`src/rtl/multicycle_controller_if.sv`:
```
// Control/status bundle between the multicycle controller and the RV32 datapath plus unified memory.
// master = controller side, slave = datapath/memory side.
interface multicycle_controller_if #(
  parameter int CNT_W = 32
);
  logic [6:0]       opcode;
  logic             zero;
  logic             mem_ready;
  logic             mem_read;
  logic             mem_write;
  logic             i_or_d;
  logic             ir_write;
  logic             pc_en;
  logic             pc_source;
  logic [1:0]       alu_src_a;
  logic [1:0]       alu_src_b;
  logic [1:0]       alu_op;
  logic             mem_to_reg;
  logic             reg_write;
  logic             instr_done;
  logic             halted;
  logic [CNT_W-1:0] retired_count;

  modport master (
    input  opcode, zero, mem_ready,
    output mem_read, mem_write, i_or_d, ir_write, pc_en, pc_source,
           alu_src_a, alu_src_b, alu_op, mem_to_reg, reg_write,
           instr_done, halted, retired_count
  );

  modport slave (
    output opcode, zero, mem_ready,
    input  mem_read, mem_write, i_or_d, ir_write, pc_en, pc_source,
           alu_src_a, alu_src_b, alu_op, mem_to_reg, reg_write,
           instr_done, halted, retired_count
  );
endinterface

```
`src/rtl/multicycle_controller.sv`:
```
// Per-state control FSM for a shared-memory multi-cycle RV32 datapath (LW, SW, BEQ, R-type)
// with a ready-handshaked memory port and a retired-instruction counter.
module multicycle_controller #(
  parameter int CNT_W           = 32,
  parameter bit TRAP_ON_ILLEGAL = 1'b1
) (
  input  logic                    clk,
  input  logic                    rst,
  multicycle_controller_if.master bus
);

  typedef enum logic [3:0] {
    S_FETCH    = 4'd0,
    S_DECODE   = 4'd1,
    S_MEM_ADDR = 4'd2,
    S_MEM_RD   = 4'd3,
    S_MEM_WB   = 4'd4,
    S_MEM_WR   = 4'd5,
    S_EXEC     = 4'd6,
    S_ALU_WB   = 4'd7,
    S_BRANCH   = 4'd8,
    S_HALT     = 4'd9
  } state_t;

  localparam logic [6:0] OP_LW  = 7'b0000011;
  localparam logic [6:0] OP_SW  = 7'b0100011;
  localparam logic [6:0] OP_R   = 7'b0110011;
  localparam logic [6:0] OP_BEQ = 7'b1100011;

  localparam logic [1:0] SRC_A_PC    = 2'b00;
  localparam logic [1:0] SRC_A_OLDPC = 2'b01;
  localparam logic [1:0] SRC_A_REGA  = 2'b10;
  localparam logic [1:0] SRC_B_REGB  = 2'b00;
  localparam logic [1:0] SRC_B_FOUR  = 2'b01;
  localparam logic [1:0] SRC_B_IMM   = 2'b10;
  localparam logic [1:0] ALU_ADD     = 2'b00;
  localparam logic [1:0] ALU_SUB     = 2'b01;
  localparam logic [1:0] ALU_FUNCT   = 2'b10;

  state_t           state_r;
  state_t           next_state_s;
  logic [CNT_W-1:0] retired_count_r;

  logic       mem_read_s;
  logic       mem_write_s;
  logic       i_or_d_s;
  logic       ir_write_s;
  logic       pc_en_s;
  logic       pc_source_s;
  logic [1:0] alu_src_a_s;
  logic [1:0] alu_src_b_s;
  logic [1:0] alu_op_s;
  logic       mem_to_reg_s;
  logic       reg_write_s;
  logic       instr_done_s;
  logic       halted_s;

  // State register
  always_ff @(posedge clk or posedge rst) begin
    if (rst) begin
      state_r <= S_FETCH;
    end else begin
      state_r <= next_state_s;
    end
  end

  // Next-state and per-state control decode; every output defaults to 0
  always_comb begin
    next_state_s = state_r;
    mem_read_s   = 1'b0;
    mem_write_s  = 1'b0;
    i_or_d_s     = 1'b0;
    ir_write_s   = 1'b0;
    pc_en_s      = 1'b0;
    pc_source_s  = 1'b0;
    alu_src_a_s  = SRC_A_PC;
    alu_src_b_s  = SRC_B_REGB;
    alu_op_s     = ALU_ADD;
    mem_to_reg_s = 1'b0;
    reg_write_s  = 1'b0;
    instr_done_s = 1'b0;
    halted_s     = 1'b0;

    case (state_r)
      S_FETCH: begin
        // PC+4 is computed every fetch cycle but only committed with the IR load
        mem_read_s  = 1'b1;
        alu_src_a_s = SRC_A_PC;
        alu_src_b_s = SRC_B_FOUR;
        alu_op_s    = ALU_ADD;
        ir_write_s  = bus.mem_ready;
        pc_en_s     = bus.mem_ready;
        if (bus.mem_ready) begin
          next_state_s = S_DECODE;
        end else begin
          next_state_s = S_FETCH;
        end
      end

      S_DECODE: begin
        // Branch target old_pc+imm is precomputed into ALUOut here
        alu_src_a_s = SRC_A_OLDPC;
        alu_src_b_s = SRC_B_IMM;
        alu_op_s    = ALU_ADD;
        case (bus.opcode)
          OP_LW, OP_SW: next_state_s = S_MEM_ADDR;
          OP_R:         next_state_s = S_EXEC;
          OP_BEQ:       next_state_s = S_BRANCH;
          default: begin
            if (TRAP_ON_ILLEGAL) begin
              next_state_s = S_HALT;
            end else begin
              next_state_s = S_FETCH;
              instr_done_s = 1'b1;
            end
          end
        endcase
      end

      S_MEM_ADDR: begin
        alu_src_a_s = SRC_A_REGA;
        alu_src_b_s = SRC_B_IMM;
        alu_op_s    = ALU_ADD;
        case (bus.opcode)
          OP_LW: next_state_s = S_MEM_RD;
          OP_SW: next_state_s = S_MEM_WR;
          default: begin
            if (TRAP_ON_ILLEGAL) begin
              next_state_s = S_HALT;
            end else begin
              next_state_s = S_FETCH;
            end
          end
        endcase
      end

      S_MEM_RD: begin
        mem_read_s = 1'b1;
        i_or_d_s   = 1'b1;
        if (bus.mem_ready) begin
          next_state_s = S_MEM_WB;
        end else begin
          next_state_s = S_MEM_RD;
        end
      end

      S_MEM_WB: begin
        reg_write_s  = 1'b1;
        mem_to_reg_s = 1'b1;
        instr_done_s = 1'b1;
        next_state_s = S_FETCH;
      end

      S_MEM_WR: begin
        mem_write_s  = 1'b1;
        i_or_d_s     = 1'b1;
        instr_done_s = bus.mem_ready;
        if (bus.mem_ready) begin
          next_state_s = S_FETCH;
        end else begin
          next_state_s = S_MEM_WR;
        end
      end

      S_EXEC: begin
        alu_src_a_s  = SRC_A_REGA;
        alu_src_b_s  = SRC_B_REGB;
        alu_op_s     = ALU_FUNCT;
        next_state_s = S_ALU_WB;
      end

      S_ALU_WB: begin
        reg_write_s  = 1'b1;
        mem_to_reg_s = 1'b0;
        instr_done_s = 1'b1;
        next_state_s = S_FETCH;
      end

      S_BRANCH: begin
        alu_src_a_s  = SRC_A_REGA;
        alu_src_b_s  = SRC_B_REGB;
        alu_op_s     = ALU_SUB;
        pc_source_s  = 1'b1;
        pc_en_s      = bus.zero;
        instr_done_s = 1'b1;
        next_state_s = S_FETCH;
      end

      S_HALT: begin
        halted_s     = 1'b1;
        next_state_s = S_HALT;
      end

      default: begin
        // Unused encodings (10..15) are treated as a fault and parked in HALT
        next_state_s = S_HALT;
      end
    endcase
  end

  // Retired-instruction counter; wraps naturally at 2^CNT_W
  always_ff @(posedge clk or posedge rst) begin
    if (rst) begin
      retired_count_r <= {CNT_W{1'b0}};
    end else if (instr_done_s) begin
      retired_count_r <= retired_count_r + {{(CNT_W-1){1'b0}}, 1'b1};
    end else begin
      retired_count_r <= retired_count_r;
    end
  end

  // While rst is high the state is already FETCH, but its Mealy/Moore
  // request must not reach memory, so every control output is masked.
  assign bus.mem_read      = mem_read_s   & ~rst;
  assign bus.mem_write     = mem_write_s  & ~rst;
  assign bus.i_or_d        = i_or_d_s     & ~rst;
  assign bus.ir_write      = ir_write_s   & ~rst;
  assign bus.pc_en         = pc_en_s      & ~rst;
  assign bus.pc_source     = pc_source_s  & ~rst;
  assign bus.alu_src_a     = alu_src_a_s  & {2{~rst}};
  assign bus.alu_src_b     = alu_src_b_s  & {2{~rst}};
  assign bus.alu_op        = alu_op_s     & {2{~rst}};
  assign bus.mem_to_reg    = mem_to_reg_s & ~rst;
  assign bus.reg_write     = reg_write_s  & ~rst;
  assign bus.instr_done    = instr_done_s & ~rst;
  assign bus.halted        = halted_s     & ~rst;
  assign bus.retired_count = retired_count_r;

endmodule

```
`src/flat_wrapper.sv`:
```
// flat-port wrapper written by rule: the top's interface ports become plain ports
module multicycle_controller_flat 
#(
  parameter int CNT_W           = 32,
  parameter bit TRAP_ON_ILLEGAL = 1'b1
)
  (clk, rst, bus_opcode, bus_zero, bus_mem_ready, bus_mem_read, bus_mem_write, bus_i_or_d, bus_ir_write, bus_pc_en, bus_pc_source, bus_alu_src_a, bus_alu_src_b, bus_alu_op, bus_mem_to_reg, bus_reg_write, bus_instr_done, bus_halted, bus_retired_count);
  multicycle_controller_if #(.CNT_W(CNT_W)) bus_i ();
  input  logic clk;
  input  logic rst;
  input wire logic [$bits(bus_i.opcode)-1:0] bus_opcode;
  input wire logic [$bits(bus_i.zero)-1:0] bus_zero;
  input wire logic [$bits(bus_i.mem_ready)-1:0] bus_mem_ready;
  output wire logic [$bits(bus_i.mem_read)-1:0] bus_mem_read;
  output wire logic [$bits(bus_i.mem_write)-1:0] bus_mem_write;
  output wire logic [$bits(bus_i.i_or_d)-1:0] bus_i_or_d;
  output wire logic [$bits(bus_i.ir_write)-1:0] bus_ir_write;
  output wire logic [$bits(bus_i.pc_en)-1:0] bus_pc_en;
  output wire logic [$bits(bus_i.pc_source)-1:0] bus_pc_source;
  output wire logic [$bits(bus_i.alu_src_a)-1:0] bus_alu_src_a;
  output wire logic [$bits(bus_i.alu_src_b)-1:0] bus_alu_src_b;
  output wire logic [$bits(bus_i.alu_op)-1:0] bus_alu_op;
  output wire logic [$bits(bus_i.mem_to_reg)-1:0] bus_mem_to_reg;
  output wire logic [$bits(bus_i.reg_write)-1:0] bus_reg_write;
  output wire logic [$bits(bus_i.instr_done)-1:0] bus_instr_done;
  output wire logic [$bits(bus_i.halted)-1:0] bus_halted;
  output wire logic [$bits(bus_i.retired_count)-1:0] bus_retired_count;
  assign bus_i.opcode = bus_opcode;
  assign bus_i.zero = bus_zero;
  assign bus_i.mem_ready = bus_mem_ready;
  assign bus_mem_read = bus_i.mem_read;
  assign bus_mem_write = bus_i.mem_write;
  assign bus_i_or_d = bus_i.i_or_d;
  assign bus_ir_write = bus_i.ir_write;
  assign bus_pc_en = bus_i.pc_en;
  assign bus_pc_source = bus_i.pc_source;
  assign bus_alu_src_a = bus_i.alu_src_a;
  assign bus_alu_src_b = bus_i.alu_src_b;
  assign bus_alu_op = bus_i.alu_op;
  assign bus_mem_to_reg = bus_i.mem_to_reg;
  assign bus_reg_write = bus_i.reg_write;
  assign bus_instr_done = bus_i.instr_done;
  assign bus_halted = bus_i.halted;
  assign bus_retired_count = bus_i.retired_count;
  multicycle_controller #(.CNT_W(CNT_W), .TRAP_ON_ILLEGAL(TRAP_ON_ILLEGAL)) u_core (.clk(clk), .rst(rst), .bus(bus_i));
endmodule
```
`config.mk`:
```
export PLATFORM = sky130hd
export DESIGN_NAME = multicycle_controller_flat
export DESIGN_NICKNAME = d
export VERILOG_FILES = /design/src/rtl/multicycle_controller_if.sv /design/src/rtl/multicycle_controller.sv /design/src/flat_wrapper.sv
export SDC_FILE = /design/constraint.sdc
export NUM_CORES = 1
export LEC_CHECK = 0
export CORE_AREA = 2 2 80 82
export DETAILED_ROUTE_END_ITERATION = 6
export DIE_AREA = 0 0 82 84
export GPL_TIMING_DRIVEN = 0
export PLACE_DENSITY = 0.6
export SYNTH_ARGS = -nofsm -noshare
export SYNTH_HDL_FRONTEND = slang
export SYNTH_SLANG_ARGS = --single-unit
```
`constraint.sdc`:
```
create_clock -name clk -period 3 [get_ports clk]
set_clock_uncertainty 0.15 [all_clocks]
set_input_delay 0.6 -clock clk [delete_from_list [all_inputs] [get_ports clk]]
set_output_delay 0.6 -clock clk [all_outputs]
set_load 0.03 [all_outputs]
```
==> results of run 1 <==
[state kept, by name (all words and copies together), names as in the netlist]
name	cells
u_core.bus.retired_count	32
u_core.state_r	4
[logic make-up (layout without fill, tap and decap cells)]
group / count (synthesis) / after routing / share of synthesized area, %
mux: 4 / 4 / 2.06
compound gates: 18 / 18 / 6.50
buf+inv: 11 / 76 / 3.52
flops: 36 / 36 / 43.7
simple gates: 106 / 106 / 29.5
fa+ha+maj: 2 / 2 / 1.09
xor+xnor: 32 / 32 / 13.6
[Yosys cell counts, types with 2 or more instances]
cell | number | area share, %
nor3_2 | 2 | 0.97
clkbuf_1 | 4 | 0.73
nand2b_1 | 2 | 0.61
mux2i_1 | 2 | 0.97
o21ai_0 | 4 | 0.97
xor2_1 | 12 | 5.1
dfrtp_1 | 36 | 44
nand3_1 | 12 | 2.9
nand2_1 | 17 | 3.1
a21oi_1 | 4 | 0.97
nor3_1 | 9 | 2.2
nor2_1 | 25 | 4.6
inv_1 | 2 | 0.36
xnor2_1 | 20 | 8.5
o32a_1 | 2 | 0.97
nor4_1 | 5 | 1.5
buf_6 | 4 | 2.2
mux2_2 | 2 | 1.1
and3_1 | 3 | 0.91
nand4_1 | 11 | 3.3
[critical path, delay by kind of cell, from the launching register on]
| kind | cells | cell delay (ns) |
|---|---|---|
| buffers and inverters | 3 | 1.24 |
| DFF | 1 | 0.34 |
| and+or+nand+nor | 1 | 0.29 |
[power by group through the flow]
| stage | Combinational, W | Clock (W) | Sequential, W |
|---|---|---|---|
| floorplan | 0.000169 | 0 | 0.000587 |
| global placement | 0.000311 | 0 | 0.000552 |
| detailed placement | 0.000312 | 0 | 0.000552 |
| CTS | 0.000316 | 0.000334 | 0.000543 |
| global route | 0.000341 | 0.000352 | 0.000548 |
| finish | 0.000312 | 0.000323 | 0.000542 |
[routing by layer]
layer	vias to the layer above	global-route usage, %	part of all wire (%)
li1	869	-	-
met1	826	21.2	47
met2	48	23.4	45
met3	5	4.22	6.6
met4	0	4.85	1.1
met5	-	0	0
[worst max path at each step]
stage	startpoint	end	slack, ns	cells past startpoint
2_1_floorplan	rst	bus_ir_write	-0.02	4
3_3_place_gp	rst	bus_mem_to_reg	-0.66	5
3_5_place_dp	rst	bus_mem_to_reg	-0.67	5
4_1_cts	u_core.state_r[1]	bus_i_or_d	0.007	4
5_1_grt	u_core.state_r[3]	bus_mem_to_reg	0.007	5
6_report	u_core.state_r[0]	bus_i_or_d	0.10	4
[repair_timing]
item / 4_1_cts / 5_1_grt
cloned: 1 / 0
pin swaps: 0 / 0
buffers inserted: 1 / 0
resized for setup: 1 / 6
setup endpoints to repair: 5 / 5
[per-stage QoR]
stage | utilization [%] | setup TNS, ns | worst slack, ns | instance area (µm²) | power, W
2_1_floorplan | - | -0.0191 | -0.0191 | 2060 | 0.000755
3_3_place_gp | 44.6 | -2.56 | -0.658 | 2720 | 0.000863
3_5_place_dp | 44.6 | -2.59 | -0.666 | 2720 | 0.000865
4_1_cts | 46.1 | 0 | 0.00726 | 2810 | 0.00119
5_1_grt | 46.3 | 0 | 0.00743 | 2820 | 0.00124
6_report | 46.3 | 0 | 0.105 | 2820 | 0.00118
[layout make-up]
type | instances | area (µm²) | area share (%)
Multi-Input combinational cell | 162 | 1090 | 38.5
Timing Repair Buffer | 57 | 577 | 20.4
Tap cell | 77 | 96.3 | 3.41
Buffer | 9 | 66.3 | 2.35
Sequential cell | 36 | 901 | 31.9
Clock buffer | 6 | 72.6 | 2.57
Clock inverter | 1 | 5.00 | 0.177
Inverter | 2 | 11.3 | 0.399
Timing Repair inverter | 1 | 5.00 | 0.177
==> flow_metrics.env, run 1 <==
export IMPL_status="finished, final reports clean"
export IMPL_rsz0062_at_grt="no"
export IMPL_synth_area_um2=2060
export IMPL_fmax_ghz=0.345
export IMPL_startpoint_type="register"
export IMPL_numPortBuffers=56
export IMPL_p_sw_w=0.000375
export IMPL_relSlewSlack_pct=40.7
export IMPL_cp_cell_sequence="buf_6, clkbuf_1, nor4b_1, clkdlybuf4s50_1"
export IMPL_period_share_pct=96.5
export IMPL_ys_warnings_count=0
export IMPL_fillers=630
export IMPL_r2r_cells=5
export IMPL_viasPerCell=4.98
export IMPL_synth_avg_cell_area_um2=9.86
export IMPL_regToRegEndpoint="u_core.bus.retired_count[21]"
export IMPL_rrSetupSlack_ns=0.85
export IMPL_maxCapViolations=0
export IMPL_worst_setup_path_end_kind="primary output"
export IMPL_dp_hpwl_mm=3.53
export IMPL_n_antenna_cell=0
export IMPL_cp_max_fo=10
export IMPL_critPathMaxStageDelay_ns=0.73
export IMPL_drive_gt1_share_pct=10.9
export IMPL_seqPwrFrac_pct=46.0
export IMPL_arrival_ns=2.15
export IMPL_cts_tree="yes"
export IMPL_power_density_nw_per_um2=417
export IMPL_clkPwrFrac_pct=27.4
export IMPL_synthFlopType="dfrtp_1"
export IMPL_peakVddDrop_v=0.000291
export IMPL_path_clk_slew_ns=0.07
export IMPL_cts_sinks=36
export IMPL_syn_inst=209
export IMPL_rows=29
export IMPL_cts_htree_levels=2
export IMPL_ys_async_sr_fraction_pct=100
export IMPL_wirelength_mm=4.93
export IMPL_hp_start="u_core.bus.retired_count[31]"
export IMPL_routedWlPerCell_um=14.0
export IMPL_layout_common_cells="clkdlybuf4s50_1 (51), dfrtp_1 (36), nor2_1 (25)"
export IMPL_holdPathEnd="u_core.bus.retired_count[31]"
export IMPL_crit_slowest_cell="clkdlybuf4s50_1"
export IMPL_grt_pass1_vias=1691
export IMPL_min_path_cells=1
export IMPL_insertion_delay_ns=0.29
export IMPL_ys_seq_area_share_pct=43.7
export IMPL_numCtsBuffers=5
export IMPL_nets=286
export IMPL_crit_required_ns=2.25
export IMPL_p_leak_nw=1.21
export IMPL_tightest_slew_ns=0.884
export IMPL_vias=1748
export IMPL_fin_hold_ws_ns=0.315
export IMPL_slew_violations=0
export IMPL_combPwrFrac_pct=26.5
export IMPL_cts_root_buffer="clkbuf_8"
export IMPL_synth_seq_cells=36
export IMPL_die_h_um=84
export IMPL_io_pins=59
export IMPL_antenna_found_initial=0
export IMPL_drc=0
export IMPL_dr_pass1_iters=4
export IMPL_layout_min_cycle_time_ns=2.90
export IMPL_dieArea_um2=6890
export IMPL_synth_fp_nets=221
export IMPL_routabilityCongestion=0.766
export IMPL_die_w_um=82
export IMPL_postCtsHoldBufs=0
export IMPL_worst_setup_path_type="register to primary output"
export IMPL_grt_overflow=0
export IMPL_dr_first_iter_drc_count=33
export IMPL_swShare_pct=31.8
export IMPL_hold_viol_final=0
export IMPL_synthToLayoutAreaGrowth_pct=36.9
export IMPL_grt_pass1_wl_mm=8.24
export IMPL_dp_cells=342
export IMPL_synth_edf_count=0
export IMPL_hp_class="register to register"
export IMPL_final_cells=351
export IMPL_clk_path_buf_depth=2
export IMPL_synth_cell_type_count=51
export IMPL_coreArea_um2=6100
export IMPL_setup_viol=0
export IMPL_ant_nets=0
export IMPL_grt_total_usage_pct=15.4
export IMPL_grt_max_degree=19
export IMPL_p_int_w=0.000803
export IMPL_final_common_cell="clkdlybuf4s50_1"
export IMPL_r2r_start="u_core.state_r[2]"
export IMPL_start_util_pct=33.8
(Power assumes the default switching activity.)
==> run 2: changes to the inputs <==
==> constraint.sdc (replaced) <==
create_clock -name clk -period 2.8 [get_ports clk]
set_clock_uncertainty 0.15 [all_clocks]
set_input_delay 0.56 -clock clk [delete_from_list [all_inputs] [get_ports clk]]
set_output_delay 0.56 -clock clk [all_outputs]
set_load 0.03 [all_outputs]
==> run 2 against run 1 <==
Net effect: final area is 0.27% higher; largest cell class unchanged; utilization increased by 0.12 points; via count is 0.80% higher; setup slack got worse by 0.014 ns; non-clock buffer count is the same; highest routed layer unchanged.
==> flow_metrics.env, run 2 (synthesis gave the netlist of run 1 again) <==
export IMPL_routedWlPerCell_um=14.1
export IMPL_wirelength_mm=4.98
export IMPL_rows=29
export IMPL_swShare_pct=32.1
export IMPL_critPathMaxStageDelay_ns=0.71
export IMPL_worst_setup_path_end_kind="primary output"
export IMPL_cp_cell_sequence="buf_6, clkbuf_2, nor4_1, clkdlybuf4s50_1"
export IMPL_r2r_start="u_core.state_r[2]"
export IMPL_n_antenna_cell=0
export IMPL_slew_violations=0
export IMPL_p_leak_nw=1.25
export IMPL_clkPwrFrac_pct=29.5
export IMPL_cts_root_buffer="clkbuf_8"
export IMPL_status="finished, final reports clean"
export IMPL_period_share_pct=96.8
export IMPL_numPortBuffers=56
export IMPL_path_clk_slew_ns=0.07
export IMPL_fmax_ghz=0.369
export IMPL_crit_slowest_cell="clkdlybuf4s50_1"
export IMPL_largest_register_ffs=32
export IMPL_peakVddDrop_v=0.000213
export IMPL_insertion_delay_ns=0.29
export IMPL_r2r_cells=5
export IMPL_regToRegEndpoint="u_core.bus.retired_count[21]"
export IMPL_holdPathEnd="u_core.bus.retired_count[31]"
export IMPL_io_pins=59
export IMPL_rsz0062_at_grt="no"
export IMPL_drive_gt1_share_pct=12.7
export IMPL_cp_max_fo=10
export IMPL_vias=1762
export IMPL_die_h_um=84
export IMPL_ant_nets=0
export IMPL_dr_first_iter_drc_count=83
export IMPL_startpoint_type="register"
export IMPL_power_total_w=0.00130
export IMPL_relSlewSlack_pct=42.8
export IMPL_final_common_cell="clkdlybuf4s50_1"
export IMPL_numCtsBuffers=5
export IMPL_grt_total_usage_pct=14.9
export IMPL_tightest_slew_ns=0.853
export IMPL_start_util_pct=33.8
export IMPL_p_sw_w=0.000419
export IMPL_grt_max_degree=19
export IMPL_p_int_w=0.000886
export IMPL_combPwrFrac_pct=25.7
export IMPL_layout_min_cycle_time_ns=2.71
export IMPL_maxCapViolations=0
export IMPL_die_w_um=82
export IMPL_utilization_pct=46.4
export IMPL_dieArea_um2=6890
export IMPL_rrSetupSlack_ns=0.68
export IMPL_layout_common_cells="clkdlybuf4s50_1 (42), dfrtp_1 (36), nor2_1 (25)"
export IMPL_fillers=615
export IMPL_clk_path_buf_depth=2
export IMPL_routabilityCongestion=0.797
export IMPL_worst_setup_path_type="register to primary output"
export IMPL_antenna_found_initial=0
export IMPL_grt_pass1_vias=1645
export IMPL_coreArea_um2=6100
export IMPL_dr_pass1_iters=4
export IMPL_min_path_cells=1
export IMPL_power_density_nw_per_um2=461
export IMPL_drc=0
export IMPL_nets=286
export IMPL_crit_required_ns=2.09
export IMPL_viasPerCell=5.01
export IMPL_hp_start="u_core.bus.retired_count[31]"
export IMPL_setup_viol=0
export IMPL_cts_tree="yes"
export IMPL_cts_htree_levels=2
export IMPL_hp_class="register to register"
export IMPL_seqPwrFrac_pct=44.8
export IMPL_grt_overflow=0
export IMPL_arrival_ns=2.00
export IMPL_cts_sinks=36
export IMPL_dp_hpwl_mm=3.44
export IMPL_hold_viol_final=0
export IMPL_synthToLayoutAreaGrowth_pct=37.3
export IMPL_grt_pass1_wl_mm=8.06
-- run 2: routing by layer --
metal / up-vias / GRT usage (%) / share of wire, %
met1: 829 / 20.9 / 48
met3: 6 / 3.57 / 5.3
met2: 57 / 22.5 / 45
li1: 870 / - / -
met5: - / 0 / 0
met4: 0 / 4.39 / 1.2
-- run 2: timing repair --
| action | in CTS | in global routing |
|---|---|---|
| endpoints found under the setup margin | 11 | 3 |
| hold buffers | 0 | 0 |
| gates cloned | 1 | 0 |
| setup buffers | 1 | 0 |
| resized for setup | 14 | 3 |
-- run 2: critical path, delay by kind of cell (launching register included) --
family | cells | cell delay [ns]
flip-flops | 1 | 0.38
buffers and inverters | 3 | 1.04
AND/OR/NAND/NOR | 1 | 0.28
-- run 2: cell type report --
class                      count  area, µm²  area share [%]
buffer                         9       68.8            2.43
inverter                       2       11.3           0.398
timing repair inverter         1       5.00           0.177
multi-input combinational    162       1090            38.6
clock inverter                 2       10.0           0.354
tap                           77       96.3            3.41
sequential                    36        901            31.8
timing repair buffer          57        562            19.9
clock buffer                   6       82.6            2.92
-- run 2: worst max-delay path by stage --
stage	from	to	slack, ns	cells past startpoint
6_report	u_core.state_r[0]	bus_pc_source	0.09	4
4_1_cts	u_core.state_r[3]	bus_mem_read	0.03	4
2_1_floorplan	rst	bus_mem_to_reg	0.03	4
3_5_place_dp	rst	bus_mem_to_reg	-0.79	5
5_1_grt	u_core.state_r[1]	bus_pc_source	0.02	3
3_3_place_gp	rst	bus_mem_to_reg	-0.79	5
-- run 2: power groups by stage --
| stage | Sequential, W | Clock, W | Combinational, W |
|---|---|---|---|
| after CTS | 0.000584 | 0.000396 | 0.000339 |
| after detailed placement | 0.000593 | 0 | 0.000334 |
| final | 0.000584 | 0.000385 | 0.000335 |
| after floorplan | 0.000629 | 0 | 0.000181 |
| after global placement | 0.000592 | 0 | 0.000333 |
| after global routing | 0.000588 | 0.000424 | 0.000361 |
-- run 2: per-stage QoR --
| step | cells | TNS [ns] | cell area (µm²) | hold slack [ns] | setup slack [ns] |
|---|---|---|---|---|---|
| 6_report | 352 | 0 | 2830 | 0.324 | 0.0906 |
| 5_1_grt | 352 | 0 | 2830 | 0.351 | 0.0234 |
| 4_1_cts | 352 | 0 | 2820 | 0.330 | 0.0274 |
| 3_5_place_dp | 342 | -3.14 | 2730 | 0.321 | -0.789 |
| 3_3_place_gp | 342 | -3.16 | 2730 | 0.314 | -0.794 |
| 2_1_floorplan | 209 | 0 | 2070 | 0.392 | 0.0277 |
==> run 3: changes to the inputs <==
--- a/config.mk
+++ b/config.mk
@@ -10,6 +10,7 @@
 export DIE_AREA = 0 0 82 84
 export GPL_TIMING_DRIVEN = 0
 export PLACE_DENSITY = 0.6
+export SETUP_SLACK_MARGIN = 0.4
 export SYNTH_ARGS = -nofsm -noshare
 export SYNTH_HDL_FRONTEND = slang
 export SYNTH_SLANG_ARGS = --single-unit
==> constraint.sdc (replaced) <==
create_clock -name clk -period 3.2 [get_ports clk]
set_clock_uncertainty 0.15 [all_clocks]
set_input_delay 0.64 -clock clk [delete_from_list [all_inputs] [get_ports clk]]
set_output_delay 0.64 -clock clk [all_outputs]
set_load 0.03 [all_outputs]
==> run 3 against run 2 <==
Net effect: sequential share of layout area is 0.24 points higher; clock power fell by 25%; register-to-register slack better by 0.36 ns; first-iteration DRC count fell by 37%; via count rose by 0.34%; utilization decreased by 0.35 points; combinational power down 13%.
==> flow_metrics.env, run 3 (synthesis gave the netlist of run 1 again) <==
export IMPL_status="finished, final reports clean"
export IMPL_fmax_ghz=0.375
export IMPL_r2r_start="u_core.state_r[1]"
export IMPL_coreArea_um2=6100
export IMPL_peakVddDrop_v=0.000199
export IMPL_maxCapViolations=0
export IMPL_postLayoutCellArea_um2=2810
export IMPL_r2r_cells=6
export IMPL_path_clk_slew_ns=0.06
export IMPL_dieArea_um2=6890
export IMPL_drc=0
export IMPL_utilization_pct=46.1
export IMPL_holdPathEnd="u_core.bus.retired_count[31]"
export IMPL_wirelength_mm=5.05
export IMPL_dpl_worst_slack_ns=-0.471
export IMPL_die_w_um=82
export IMPL_rrSetupSlack_ns=1.04
export IMPL_hold_viol_final=0
export IMPL_tightest_slew_ns=0.907
export IMPL_dr_pass1_iters=4
export IMPL_slew_violations=0
export IMPL_largest_register_ffs=32
export IMPL_final_cells=349
export IMPL_startpoint_type="register"
export IMPL_critPathLaunch="u_core.state_r[2]"
export IMPL_hp_class="register to register"
export IMPL_antenna_found_initial=0
export IMPL_power_density_nw_per_um2=387
export IMPL_postCtsHoldBufs=0
export IMPL_fillers=609
export IMPL_worst_setup_path_type="register to primary output"
export IMPL_p_leak_nw=1.23
export IMPL_n_antenna_cell=0
export IMPL_setup_viol=0
export IMPL_crit_family="flip-flops"
export IMPL_drive_gt1_share_pct=14.0
export IMPL_crit_slowest_cell="dfrtp_1"
export IMPL_clk_path_buf_depth=2
export IMPL_dr_first_iter_drc_count=52
export IMPL_cts_root_buffer="clkbuf_8"
export IMPL_layout_min_cycle_time_ns=2.67
export IMPL_cts_sinks=36
export IMPL_cts_htree_levels=2
export IMPL_grt_total_usage_pct=15.2
export IMPL_die_h_um=84
export IMPL_grt_pass1_vias=1650
export IMPL_grt_pass1_wl_mm=8.11
export IMPL_arrival_ns=1.88
export IMPL_relSlewSlack_pct=39.2
export IMPL_start_util_pct=33.8
export IMPL_min_path_cells=1
export IMPL_ant_nets=0
export IMPL_critPathMaxStageDelay_ns=0.43
export IMPL_numCtsBuffers=5
export IMPL_io_pins=59
export IMPL_viasPerCell=5.07
export IMPL_final_common_cell="clkdlybuf4s50_1"
export IMPL_cp_cell_sequence="nand2b_1, mux2_2, nor3_1, dlygate4sd2_1"
export IMPL_routedWlPerCell_um=14.5
export IMPL_layout_common_cells="clkdlybuf4s50_1 (40), dfrtp_1 (36), nor2_1 (25)"
export IMPL_nets=286
export IMPL_worst_slack_ns=0.531
export IMPL_grt_max_degree=19
export IMPL_insertion_delay_ns=0.28
export IMPL_rows=29
export IMPL_worst_setup_path_end_kind="primary output"
export IMPL_period_share_pct=83.4
export IMPL_regToRegEndpoint="u_core.bus.retired_count[25]"
export IMPL_dp_cells=342
export IMPL_numPortBuffers=56
export IMPL_hp_start="u_core.bus.retired_count[31]"
export IMPL_rsz0062_at_grt="no"
export IMPL_grt_overflow=0
export IMPL_synthToLayoutAreaGrowth_pct=36.2
export IMPL_power_total_w=0.00109
export IMPL_crit_required_ns=2.41
export IMPL_cp_num_buf_inv=1
export IMPL_routabilityCongestion=0.795
export IMPL_dp_hpwl_mm=3.53
export IMPL_cp_max_fo=7
export IMPL_vias=1768
export IMPL_cts_tree="yes"
export IMPL_place_area_um2=2750
run 3: how the worst max path moves through the flow:
stage / end / cells after the start
detailed placement: bus_mem_write / 5
floorplan: bus_alu_op[1] / 4
global placement: bus_mem_to_reg / 5
CTS: bus_mem_write / 5
finish: bus_alu_src_a[1] / 4
global route: bus_i_or_d / 4
run 3: repair_timing:
action,4_1_cts,5_1_grt
setup buffers,1,0
gates resized for setup,17,10
endpoints found under the setup margin,15,6
cloned,1,0
endpoints found under the hold margin,0,0
run 3: power breakdown:
| group | total [W] | internal [W] | leakage (nW) | switching [W] |
|---|---|---|---|---|
| logic | 0.000290 | 0.000121 | 0.702 | 0.000169 |
| registers | 0.000509 | 0.000479 | 0.489 | 0.0000297 |
| clock network | 0.000287 | 0.000140 | 0.0359 | 0.000147 |
| total | 0.00109 | 0.000740 | 1.23 | 0.000346 |
run 3: per-stage QoR:
stage	setup TNS [ns]	hold slack (ns)
after floorplan	0	0.392
after global placement	-1.70	0.313
after detailed placement	-1.85	0.324
after CTS	0	0.334
after global routing	0	0.340
final	0	0.325
run 3: cell type report:
type / instances / area, µm² / area share [%]
plain buffers: 9 / 70.1 / 2.50
clock buffers: 5 / 68.8 / 2.45
inverters: 2 / 11.3 / 0.401
multi-input cells: 162 / 1110 / 39.6
flip-flops and latches: 36 / 901 / 32.1
well taps: 77 / 96.3 / 3.43
repair buffers: 57 / 544 / 19.4
repair inverters: 1 / 5.00 / 0.178
run 3: per-layer routing:
| metal | up-vias | global-route usage, % | share of wire, % |
|---|---|---|---|
| met5 | - | 0 | 0 |
| met4 | 0 | 4.55 | 1.7 |
| met3 | 8 | 4.44 | 6.4 |
| met2 | 54 | 22.4 | 44 |
| met1 | 839 | 21.5 | 47 |
| li1 | 867 | - | - |
run 3: worst register-to-register path: stages (launching register included):
cell and delay, ns:
dfrtp_1 0.47, nand2b_4 0.18, buf_2 0.22, o21ai_1 0.16
nor3_2 0.53, nand3_1 0.18, xnor2_1 0.16
